===== src/rtl/dmem_arbiter_if.sv =====
// Requester-side and memory-side signal bundle for dmem_arbiter.
// The arbiter takes the slave view; requesters plus the memory model take the master view.
interface dmem_arbiter_if #(
    parameter int NREQ = 2,
    parameter int AW   = 32,
    parameter int DW   = 32
);
    logic [NREQ-1:0]    req_val;
    logic [NREQ-1:0]    req_rdy;
    logic [NREQ-1:0]    req_type;
    logic [NREQ*AW-1:0] req_addr;
    logic [NREQ*DW-1:0] req_wdata;
    logic [NREQ-1:0]    resp_val;
    logic [DW-1:0]      resp_rdata;
    logic               mem_req_val;
    logic               mem_req_type;
    logic [AW-1:0]      mem_req_addr;
    logic [DW-1:0]      mem_req_wdata;
    logic [DW-1:0]      mem_resp_rdata;
    logic               busy;

    modport slave (
        input  req_val, req_type, req_addr, req_wdata, mem_resp_rdata,
        output req_rdy, resp_val, resp_rdata,
               mem_req_val, mem_req_type, mem_req_addr, mem_req_wdata, busy
    );

    modport master (
        output req_val, req_type, req_addr, req_wdata, mem_resp_rdata,
        input  req_rdy, resp_val, resp_rdata,
               mem_req_val, mem_req_type, mem_req_addr, mem_req_wdata, busy
    );
endinterface


===== src/rtl/dmem_arbiter.sv =====
// N-channel data-memory arbiter: one outstanding request, fixed-priority or round-robin grant,
// configurable memory read latency, response strobed back to the owning channel.
module dmem_arbiter #(
    parameter int NREQ    = 2,
    parameter int AW      = 32,
    parameter int DW      = 32,
    parameter int MEM_LAT = 0,
    parameter int RR_MODE = 0
) (
    input  logic          clk,
    input  logic          rst,
    dmem_arbiter_if.slave bus
);
    localparam int IW     = (NREQ > 1) ? $clog2(NREQ) : 1;
    localparam int CW     = (MEM_LAT > 0) ? $clog2(MEM_LAT + 1) : 1;
    localparam int LAST_I = (MEM_LAT > 0) ? MEM_LAT - 1 : 0;
    localparam logic [CW-1:0] CNT_LAST = CW'(LAST_I);

    typedef enum logic [1:0] {IDLE, WAIT, RESP} state_t;

    state_t        state_reg, state_next;
    logic [CW-1:0] cnt_reg, cnt_next;
    logic [IW-1:0] owner_reg, owner_next;
    logic [IW-1:0] rr_ptr_reg, rr_ptr_next;
    logic          type_reg, type_next;
    logic [DW-1:0] rdata_reg, rdata_next;

    logic          can_grant;
    logic          gnt_any;
    logic [IW-1:0] gnt_idx;
    logic [IW-1:0] scan_sel;
    int            scan_idx;

    // Grants are gated by reset so nothing is accepted while rst is low.
    assign can_grant = rst && (state_reg != WAIT);

    always_comb begin
        gnt_any  = 1'b0;
        gnt_idx  = '0;
        scan_idx = 0;
        scan_sel = '0;
        if (can_grant) begin
            for (int k = 0; k < NREQ; k++) begin
                scan_idx = (RR_MODE != 0) ? (int'(rr_ptr_reg) + 1 + k) % NREQ : k;
                scan_sel = IW'(scan_idx);
                if (!gnt_any && bus.req_val[scan_sel]) begin
                    gnt_any = 1'b1;
                    gnt_idx = scan_sel;
                end
            end
        end
    end

    always_comb begin
        bus.mem_req_val   = gnt_any;
        bus.mem_req_type  = 1'b0;
        bus.mem_req_addr  = '0;
        bus.mem_req_wdata = '0;
        if (gnt_any) begin
            bus.mem_req_type  = bus.req_type[gnt_idx];
            bus.mem_req_addr  = bus.req_addr[gnt_idx*AW +: AW];
            bus.mem_req_wdata = bus.req_wdata[gnt_idx*DW +: DW];
        end
    end

    for (genvar gi = 0; gi < NREQ; gi++) begin : g_chan
        assign bus.req_rdy[gi]  = gnt_any && (gnt_idx == IW'(gi));
        assign bus.resp_val[gi] = (state_reg == RESP) && (owner_reg == IW'(gi));
    end

    assign bus.resp_rdata = rdata_reg;
    assign bus.busy       = (state_reg != IDLE);

    always_comb begin
        state_next  = state_reg;
        cnt_next    = cnt_reg;
        owner_next  = owner_reg;
        rr_ptr_next = rr_ptr_reg;
        type_next   = type_reg;
        rdata_next  = rdata_reg;
        case (state_reg)
            IDLE, RESP: begin
                if (gnt_any) begin
                    owner_next  = gnt_idx;
                    rr_ptr_next = gnt_idx;
                    type_next   = bus.req_type[gnt_idx];
                    if (MEM_LAT == 0) begin
                        state_next = RESP;
                        // Writes are acknowledged with zero data.
                        rdata_next = bus.req_type[gnt_idx] ? '0 : bus.mem_resp_rdata;
                    end else begin
                        state_next = WAIT;
                        cnt_next   = '0;
                    end
                end else begin
                    state_next = IDLE;
                end
            end
            WAIT: begin
                if (cnt_reg == CNT_LAST) begin
                    state_next = RESP;
                    rdata_next = type_reg ? '0 : bus.mem_resp_rdata;
                end else begin
                    cnt_next = cnt_reg + CW'(1);
                end
            end
            default: state_next = IDLE;
        endcase
    end

    // Pointer resets to the last channel so channel 0 is searched first.
    always_ff @(posedge clk or negedge rst) begin
        if (!rst) begin
            state_reg  <= IDLE;
            cnt_reg    <= '0;
            owner_reg  <= '0;
            rr_ptr_reg <= IW'(NREQ - 1);
            type_reg   <= 1'b0;
            rdata_reg  <= '0;
        end else begin
            state_reg  <= state_next;
            cnt_reg    <= cnt_next;
            owner_reg  <= owner_next;
            rr_ptr_reg <= rr_ptr_next;
            type_reg   <= type_next;
            rdata_reg  <= rdata_next;
        end
    end
endmodule


===== src/flat_wrapper.sv =====
// flat-port wrapper written by rule: the top's interface ports become plain ports
module dmem_arbiter_flat 
#(
    parameter int NREQ    = 2,
    parameter int AW      = 32,
    parameter int DW      = 32,
    parameter int MEM_LAT = 0,
    parameter int RR_MODE = 0
)
  (clk, rst, bus_req_val, bus_req_type, bus_req_addr, bus_req_wdata, bus_mem_resp_rdata, bus_req_rdy, bus_resp_val, bus_resp_rdata, bus_mem_req_val, bus_mem_req_type, bus_mem_req_addr, bus_mem_req_wdata, bus_busy);
  dmem_arbiter_if #(.NREQ(NREQ), .AW(AW), .DW(DW)) bus_i ();
  input  logic clk;
  input  logic rst;
  input wire logic [$bits(bus_i.req_val)-1:0] bus_req_val;
  input wire logic [$bits(bus_i.req_type)-1:0] bus_req_type;
  input wire logic [$bits(bus_i.req_addr)-1:0] bus_req_addr;
  input wire logic [$bits(bus_i.req_wdata)-1:0] bus_req_wdata;
  input wire logic [$bits(bus_i.mem_resp_rdata)-1:0] bus_mem_resp_rdata;
  output wire logic [$bits(bus_i.req_rdy)-1:0] bus_req_rdy;
  output wire logic [$bits(bus_i.resp_val)-1:0] bus_resp_val;
  output wire logic [$bits(bus_i.resp_rdata)-1:0] bus_resp_rdata;
  output wire logic [$bits(bus_i.mem_req_val)-1:0] bus_mem_req_val;
  output wire logic [$bits(bus_i.mem_req_type)-1:0] bus_mem_req_type;
  output wire logic [$bits(bus_i.mem_req_addr)-1:0] bus_mem_req_addr;
  output wire logic [$bits(bus_i.mem_req_wdata)-1:0] bus_mem_req_wdata;
  output wire logic [$bits(bus_i.busy)-1:0] bus_busy;
  assign bus_i.req_val = bus_req_val;
  assign bus_i.req_type = bus_req_type;
  assign bus_i.req_addr = bus_req_addr;
  assign bus_i.req_wdata = bus_req_wdata;
  assign bus_i.mem_resp_rdata = bus_mem_resp_rdata;
  assign bus_req_rdy = bus_i.req_rdy;
  assign bus_resp_val = bus_i.resp_val;
  assign bus_resp_rdata = bus_i.resp_rdata;
  assign bus_mem_req_val = bus_i.mem_req_val;
  assign bus_mem_req_type = bus_i.mem_req_type;
  assign bus_mem_req_addr = bus_i.mem_req_addr;
  assign bus_mem_req_wdata = bus_i.mem_req_wdata;
  assign bus_busy = bus_i.busy;
  dmem_arbiter #(.NREQ(NREQ), .AW(AW), .DW(DW), .MEM_LAT(MEM_LAT), .RR_MODE(RR_MODE)) u_core (.clk(clk), .rst(rst), .bus(bus_i));
endmodule

===== config.mk =====
export PLATFORM = sky130hd
export DESIGN_NAME = dmem_arbiter_flat
export DESIGN_NICKNAME = d
export VERILOG_FILES = /design/src/rtl/dmem_arbiter_if.sv /design/src/rtl/dmem_arbiter.sv /design/src/flat_wrapper.sv
export SDC_FILE = /design/constraint.sdc
export NUM_CORES = 1
export LEC_CHECK = 0
export BUFFER_PORTS_ARGS = -buffer_cell sky130_fd_sc_hd__buf_2
export CAP_MARGIN = 20
export CORE_AREA = 2 2 104 106
export CTS_CLUSTER_DIAMETER = 120
export DETAILED_ROUTE_END_ITERATION = 10
export DIE_AREA = 0 0 106 108
export GPL_ROUTABILITY_DRIVEN = 0
export PLACE_DENSITY = 0.55
export SYNTH_ARGS = -nofsm -noshare
export SYNTH_HDL_FRONTEND = slang
export SYNTH_SLANG_ARGS = --single-unit

===== constraint.sdc =====
create_clock -name clk -period 1.3 [get_ports clk]
set_input_delay 0.195 -clock clk [delete_from_list [all_inputs] [get_ports clk]]
set_output_delay 0.195 -clock clk [all_outputs]
set_load 0.01 [all_outputs]

==> results.md, run 1 <==
- The run finished, with violations left.
- The checks that failed: negative setup slack.
- The share of synthesized cell area in full adder, half adder and majority cells is 0%.
- The register bit total from synthesis is 34.
- Clock tree synthesis inserted a total of 5 buffers.
- The clock-pin slew on the worst setup and hold paths is about 0.070 ns.
- The type of the worst setup path is input port to output port.
- The die covers 11,450 µm².
- The iteration-0 DRC count of the detailed router is about 140.
- The relative area change from synthesis to final layout is 113.3%.
- Global routing finished with a remaining overflow of 0.
- The setup clock skew after layout is 0 ns.
- Combinational cells account for around two fifths of the total power.
- In this run the core area contains 37 standard-cell rows.
- The period utilization is 114.2%.
- The maximum clock path buffer count is 2.
- Net switching is 30.60% of the power.
- The final net count is about 600.
- The worst vdd rail ir drop is between 0.6 and 0.7 mV.
- The worst setup path is captured at an output port.
- From bottom edge to top edge, the die measures roughly 110 µm.
- After detailed routing, the met2 layer carries 5281 µm of wire.
- The power consumption is around 3.3 mW.
- For this run, the detailed router's first-pass iteration total came to 6.
- Once placement completed, the tool counted placed cells totaling 560.
- After synthesis, the largest family of logic cells by area is compound AO/OA/AOI/OAI gates.
- At the end of the flow the core is filled with cells to 39.37%.
- The fraction of the mapped netlist area in compound gates is between 40% and 50%.
- The total inserted antenna cells is 0.
- The fraction of layout instances using a drive strength above 1 is 69.49%.
- The remaining number of nets flagged by the antenna check after routing is 0.
- In the final routed layout, each cell accounts on average for 18.52 µm.
- The number of fill cells in the layout is roughly 1,100.
- The H-tree was split into 2 levels.
- Sequential cells burn between 30% and 40% of the power.
- The quantity of I/O buffers inserted on ports is between 200 and 300.
- The flip-flop count of the largest register after layout is 32.
- Internal power comes to ~2.3 mW.
- The multiplexer area fraction after synthesis is less than 1%.
- The later-pin clock latency in the skew report is ~0.28 ns.
- The switching power total is about 1.0 mW.
- After detailed routing, no signal wire sits above met4.
- In this run the cell area of the synthesized design comes to 1888 µm².
- Counting every instance in the synthesized netlist gives between 150 and 200.
- Summing the areas of all xor and xnor instances in the mapped netlist gives 0% of the synthesized area.
- For this block, wires on met1 add up to roughly 4500 µm.
- The total routed wirelength is approximately 11,000 µm.
- In this run the worst path has a maximum fanout of 5.
- The total count of hold-check failures in the final report was 0.
- The number of different library cells used by synthesis comes to 18.
- In this run the tightest slew margin relative to its limit is approximately four fifths.
- After Yosys synthesis, and, or, nand and nor cells account for 3.512% of the synthesized area.
- The total leakage power is 2.337 nW.
- In the detailed route, the total length drawn on met3 is between 900 and 1000 µm.
- The setup-violating endpoint count in the final report is 65.
- Global routing used between 15 and 20% of the available tracks.
- After detailed routing, the number of remaining DRC violations is 0.
- The number of slew-limit violations in the final report came to 0.
- The cell sitting at the root of the clock tree is a sky130_fd_sc_hd__clkbuf_8.
- Counting I/O delays and the setup requirement, the final critical path takes 1.484 ns.
- The count of vias placed by the detailed router is 2,692.
- The core region is about 10,000 µm².
- Entering global routing, the biggest net connects 37 pins.
- The number of standard cells in the final layout excluding fillers is a little under 600.
- STA classifies the critical path startpoint as an input port.
- The sum of net half-perimeters after detailed placement is approximately 7600 µm.
- The number of global-route vias before repair is roughly 2,600.
- The final worst hold slack is between 0.015 and 0.02 ns.
- The number of nets produced by synthesis is 330.
- The post-layout worst setup margin is -0.1845 ns.
- Setup repair after global routing could not meet its margin everywhere.
- The number of sinks handled by clock tree synthesis is 34.
- STA puts the critical path data required time at around 1.1 ns.
- In the routed layout, each cell is associated on average with a via count of roughly 4.6.
- The first global-routing pass estimated ~15,000 µm of wire.
- The initial antenna violation count is 0.
- After synthesis, the mean cell area works out to roughly 12 µm².
- Across the run, the number of max-cap violations was 0.
- around 270 I/O pins were placed.
- The total of warnings raised by yosys is 0.
- The type of the most critical hold path is input port to async pin.
- The width of the die is 106 µm.
- For the worst setup path, the data arrival time is ~1.3 ns.
- Based on the critical path, the design can be clocked at up to ~0.67 GHz.
- The slew of the pin with the lowest slew margin is about 0.28 ns.
- Timing analysis after detailed placement gives a worst setup slack of -0.2576 ns.
- The fraction of power consumed by the clock network is 22.9%.
- TritonCTS built the clock tree.
- The starting density of the core is a little under a fifth.
- The share of the Yosys chip area taken by registers is between 40% and 50%.
- Power spread over the standard cell area amounts to 822.5 nW/µm².
- The count of hold-fix buffers inserted at cts is 0.
## per-stage QoR
stage	cell area (µm²)	TNS, ns
after floorplan	1888	0
after global placement	3452	-8.439
after detailed placement	3452	-10.18
after CTS	3859	-10.18
after global routing	4028	-11.80
final	4028	-8.402
## cell families after synthesis
kind of cell | count (synthesis)
compound gates | 99
buf+inv | 20
flops | 34
mux | 1
simple gates | 10
## power by group through the flow
stage                     Sequential (mW)  Clock, mW  Combinational (mW)
final                                1.23      0.758                1.33
after global routing                 1.24      0.840                1.42
after CTS                            1.23      0.793                1.27
after detailed placement             1.24          0                1.13
after global placement               1.24          0                1.12
after floorplan                      1.29          0               0.425
## Yosys cell counts
cell	instances	share of area, %
sky130_fd_sc_hd__and2_1	1	0.33
sky130_fd_sc_hd__a21o_1	1	0.40
sky130_fd_sc_hd__nand2_1	1	0.20
sky130_fd_sc_hd__o31ai_2	1	0.66
sky130_fd_sc_hd__mux2i_1	1	0.53
sky130_fd_sc_hd__o21ai_2	1	0.46
sky130_fd_sc_hd__buf_4	1	0.40
sky130_fd_sc_hd__buf_2	12	3.2
sky130_fd_sc_hd__nor2_4	1	0.60
sky130_fd_sc_hd__a22o_1	94	44
sky130_fd_sc_hd__nor2_1	1	0.20
sky130_fd_sc_hd__nor2b_1	4	1.3
sky130_fd_sc_hd__and3b_1	1	0.46
sky130_fd_sc_hd__clkbuf_1	6	1.2
sky130_fd_sc_hd__inv_1	1	0.20
sky130_fd_sc_hd__nand3b_1	1	0.40
sky130_fd_sc_hd__dfrtp_1	34	45
sky130_fd_sc_hd__a22oi_1	2	0.79
## worst paths after layout
check	start	end	slack, ns	cells past startpoint
max	bus_req_val[1]	bus_mem_req_addr[29]	-0.18	7
min	rst	u_core.bus.resp_rdata[11]	0.02	3
max reg2reg	u_core.bus.resp_rdata[27]	u_core.bus.resp_rdata[27]	0.58	1
min reg2reg	u_core.bus.resp_rdata[25]	u_core.bus.resp_rdata[25]	0.50	1
max in group asynchronous	rst	u_core.bus.resp_rdata[17]	1.05	3
min in group clk	bus_mem_resp_rdata[5]	u_core.bus.resp_rdata[5]	0.13	2
## critical path, cell delays in order
cell	delay (ns)
sky130_fd_sc_hd__buf_6	0.09
sky130_fd_sc_hd__and3b_2	0.24
sky130_fd_sc_hd__nor2_4	0.19
sky130_fd_sc_hd__buf_12	0.16
sky130_fd_sc_hd__clkbuf_16	0.15
sky130_fd_sc_hd__a22o_1	0.12
sky130_fd_sc_hd__buf_2	0.12
## per-layer routing
layer,vias to the layer above,GRT usage (%)
met5,-,0
met2,165,30.51
li1,1245,-
met1,1272,19.84
met3,10,4.521
met4,0,3.477
## layout make-up
type | count | area (µm²) | share of cell area (%)
repair buffers | 298 | 1939 | 48.15
multi-input cells | 110 | 980.9 | 24.36
flip-flops and latches | 34 | 850.8 | 21.12
well taps | 136 | 170.2 | 4.225
clock buffers | 6 | 82.58 | 2.050
inverters | 1 | 3.754 | 0.09320
## cell usage in the layout, fill, tap and decap left out, types with 2 or more instances in the layout
| master | count |
|---|---|
| sky130_fd_sc_hd__buf_6 | 17 |
| sky130_fd_sc_hd__clkbuf_8 | 7 |
| sky130_fd_sc_hd__nor2b_1 | 3 |
| sky130_fd_sc_hd__buf_12 | 4 |
| sky130_fd_sc_hd__a22o_4 | 2 |
| sky130_fd_sc_hd__dfrtp_1 | 34 |
| sky130_fd_sc_hd__clkbuf_16 | 4 |
| sky130_fd_sc_hd__buf_4 | 10 |
| sky130_fd_sc_hd__buf_2 | 254 |
| sky130_fd_sc_hd__a22o_1 | 92 |
| sky130_fd_sc_hd__buf_16 | 7 |
| sky130_fd_sc_hd__a22oi_1 | 2 |
## what timing repair did
| action | 4_1_cts | 5_1_grt |
|---|---|---|
| cloned | 6 | 5 |
| pin swaps | 19 | 4 |
| hold endpoints to repair | 0 | 0 |
| setup endpoints to repair | 68 | 67 |
| buffers inserted | 6 | 5 |
| gates resized for setup | 32 | 9 |
No activity file was read; power rests on OpenSTA's default activity.
==> run 2: changes to the inputs <==
- REMOVE_ABC_BUFFERS: unset -> 1
==> results.md, run 2 (synthesis gave the netlist of run 1 again) <==
- The flow ran to the end, but the final reports show violations.
- The checks that failed: negative hold slack, negative setup slack.
- After layout, the worst path uses 118.8% of the clock period.
- The smallest clock period supported by the final layout is computed as between 1.5 and 2 ns.
- Counting the buffers created by CTS gives 5.
- Entering global routing, the biggest net connects 38 pins.
- The clock passes through at most 2 buffers.
- STA classifies the critical path startpoint as an input port.
- After global routing the overflow that remains totals 0.
- Hold timing on the final database bottoms out at a slack of -0.08330 ns.
- For this design the ratio of total power to cell area is around 840 nW/µm².
- Counting tap cells, the placed design contains a total of around 560 instances.
- The pre-antenna-repair detailed-routing pass consisted of 5 iterations.
- In the routed layout, each cell is associated on average with a via count of roughly 4.5.
- The fraction of layout instances using a drive strength above 1 is 68.68%.
- The library cells used most frequently in the layout, excluding fill and tap cells, are sky130_fd_sc_hd__buf_2 (259), sky130_fd_sc_hd__a22o_1 (92), sky130_fd_sc_hd__dfrtp_1 (34).
- The final layout contains routed wiring with a total length of 10,220 µm.
- The clock-pin slew on the worst setup and hold paths is about 0.07 ns.
- In this run the standard cell core region covers 10,230 µm².
- In the global route stage, overall resource usage came out at 16.44%.
- The quantity of I/O buffers inserted on ports is 268.
- Once placement finished, the instance area stood at approximately 3500 µm².
- The data required time at the worst endpoint is approximately 1.1 ns.
- In this run the count of I/O pins placed on the die edge is about 270.
- The total count of hold-check failures in the final report is 34.
- The clock drives 34 sinks.
- Leaving out fill and tap cells, the most frequent cell in the layout is sky130_fd_sc_hd__buf_2.
- The first global-routing pass estimated around 14,000 µm of wire.
- Leaving out filler cells and counting taps, the final layout contains around 590.
- After detailed routing, the average wire length per cell comes to 17.47 µm.
- The register with the most flip-flops in the layout has 32 of them.
- Setup repair after global routing could not meet its margin everywhere.
- The category of the worst setup path capture point is an output port.
- The sum of net half-perimeters after detailed placement is 7361 µm.
- Compared with the post-synthesis result, the final layout area differs by 108.7%.
- The worst vdd rail ir drop is between 0.7 and 0.8 mV.
- Of all nets on the critical path, the largest fanout is 8.
- The number of global-route vias before repair is 2,642.
- The count of vias placed by the detailed router is approximately 2,600.
- The remaining number of nets flagged by the antenna check after routing is 0.
- The clock tree synthesis step divided the H-tree into 2 levels.
- For flop-to-flop paths, the worst setup slack is 0.58 ns.
- For the pin with the worst max-slew slack, the measured transition is 0.5919 ns.
- The tool flagged a number of max-cap violations equal to 0.
- Setup violations remaining at the end of the flow were counted as between 60 and 70.
- The later-pin clock latency in the skew report is 0.27 ns.
- For this run, the top clock speed supported by timing is 0.6476 GHz.
- The chip height is between 100 and 150 µm.
- The number of standard-cell rows in the floorplan is 37.
- The root buffer selected by CTS is sky130_fd_sc_hd__clkbuf_8.
- The detailed-route DRC error count is 0.
- Across the routed clock network, the largest skew measured is 0 ns.
- Once layout is done, the placed cells without fillers occupy slightly below 4000 µm².
- The clock tree from TritonCTS is yes.
- The number of slew-limit violations in the final report is 0.
- The floorplan step defined a die boundary enclosing 11,450 µm².
- The total leakage power is about 2.3 nW.
- Once routing completed, OpenROAD measured the worst setup slack at -0.2442 ns.
- The final net count is 612.
- The min-delay analysis places its worst path in the category input port to async pin.
- Headroom to the max-slew limit came out at 60.54%.
- At the worst endpoint, the arrival time is between 1 and 1.5 ns.
- Once the floorplan was initialized, standard cells occupied ~18% of the core.
- The initial antenna violation count came to 2.
- Measured on the finished design, the core utilization comes to between 30% and 40%.
- For the final routed database, the setup TNS stands at -13.17 ns.
- The width of the die is around 110 µm.
- In this run, the number of DRC markers left after iteration 0 of detailed routing was between 100 and 150.
- The type of the worst setup path is input port to output port.
-- run 2: cell count changes in the layout (fill, tap and decap cells not counted) --
cell                        before  now
sky130_fd_sc_hd__buf_12          4    2
sky130_fd_sc_hd__inv_1           0    1
sky130_fd_sc_hd__clkbuf_16       4    0
sky130_fd_sc_hd__buf_8           1    2
sky130_fd_sc_hd__inv_2           1    0
sky130_fd_sc_hd__buf_2         254  259
sky130_fd_sc_hd__buf_6          17   11
sky130_fd_sc_hd__buf_16          7   10
sky130_fd_sc_hd__nor2b_2         1    0
sky130_fd_sc_hd__clkinv_2        0    1
sky130_fd_sc_hd__clkbuf_8        7    6
sky130_fd_sc_hd__nor2b_1         3    4
sky130_fd_sc_hd__diode_2         0    2
sky130_fd_sc_hd__clkbuf_1        0    1
-- run 2: through the flow --
stage / setup slack, ns / power, mW
floorplan: -1.325 / 1.695
global placement: -0.4277 / 2.333
detailed placement: -0.4185 / 2.357
CTS: -0.2732 / 3.340
global route: -0.2798 / 3.515
finish: -0.2442 / 3.310
-- run 2: worst max-delay path: stages --
cell and delay, ns:
sky130_fd_sc_hd__buf_8 0.10, sky130_fd_sc_hd__and3b_2 0.27, sky130_fd_sc_hd__nor2_4 0.04, sky130_fd_sc_hd__buf_6 0.12, sky130_fd_sc_hd__buf_6 0.13, sky130_fd_sc_hd__buf_12 0.14
sky130_fd_sc_hd__a22o_1 0.20, sky130_fd_sc_hd__buf_2 0.15
-- run 2: area by class of cell --
class	instances	area, µm²
fillers	1027	6291
repair buffers	294	1841
multi-input cells	110	978.4
flip-flops and latches	34	850.8
well taps	136	170.2
clock buffers	7	86.33
clock inverters	1	5.005
diodes	2	5.005
inverters	1	3.754
-- run 2: power by group --
group / switching (mW) / internal, mW / leakage [nW] / total, mW
registers: 0.0639 / 1.17 / 0.444 / 1.23
clock network: 0.352 / 0.427 / 0.0482 / 0.779
logic: 0.586 / 0.716 / 1.81 / 1.30
-- run 2: worst paths after layout --
check / from / endpoint / cells after the start
max: bus_req_val[0] / bus_mem_req_wdata[3] / 8
min: rst / u_core.bus.resp_rdata[17] / 2
max reg2reg: u_core.bus.resp_rdata[1] / u_core.bus.resp_rdata[1] / 1
min reg2reg: u_core.bus.resp_rdata[0] / u_core.bus.resp_rdata[0] / 1
max in group asynchronous: rst / u_core.bus.resp_rdata[22] / 2
min in group clk: bus_mem_resp_rdata[15] / u_core.bus.resp_rdata[15] / 2
-- run 2: per-layer routing --
| metal | track usage, % | vias up | wire length [µm] |
|---|---|---|---|
| li1 | - | 1241 | - |
| met3 | 3.255 | 8 | 743 |
| met5 | 0 | - | 0 |
| met2 | 30.09 | 146 | 5289 |
| met1 | 19.59 | 1226 | 4099 |
| met4 | 4.605 | 0 | 89 |
-- run 2: timing repair --
action,4_1_cts,5_1_grt
endpoints found under the hold margin,34,34
gates cloned,8,0
endpoints found under the setup margin,88,89
gates resized for setup,24,5
pin swaps,10,9
buffers inserted,9,1
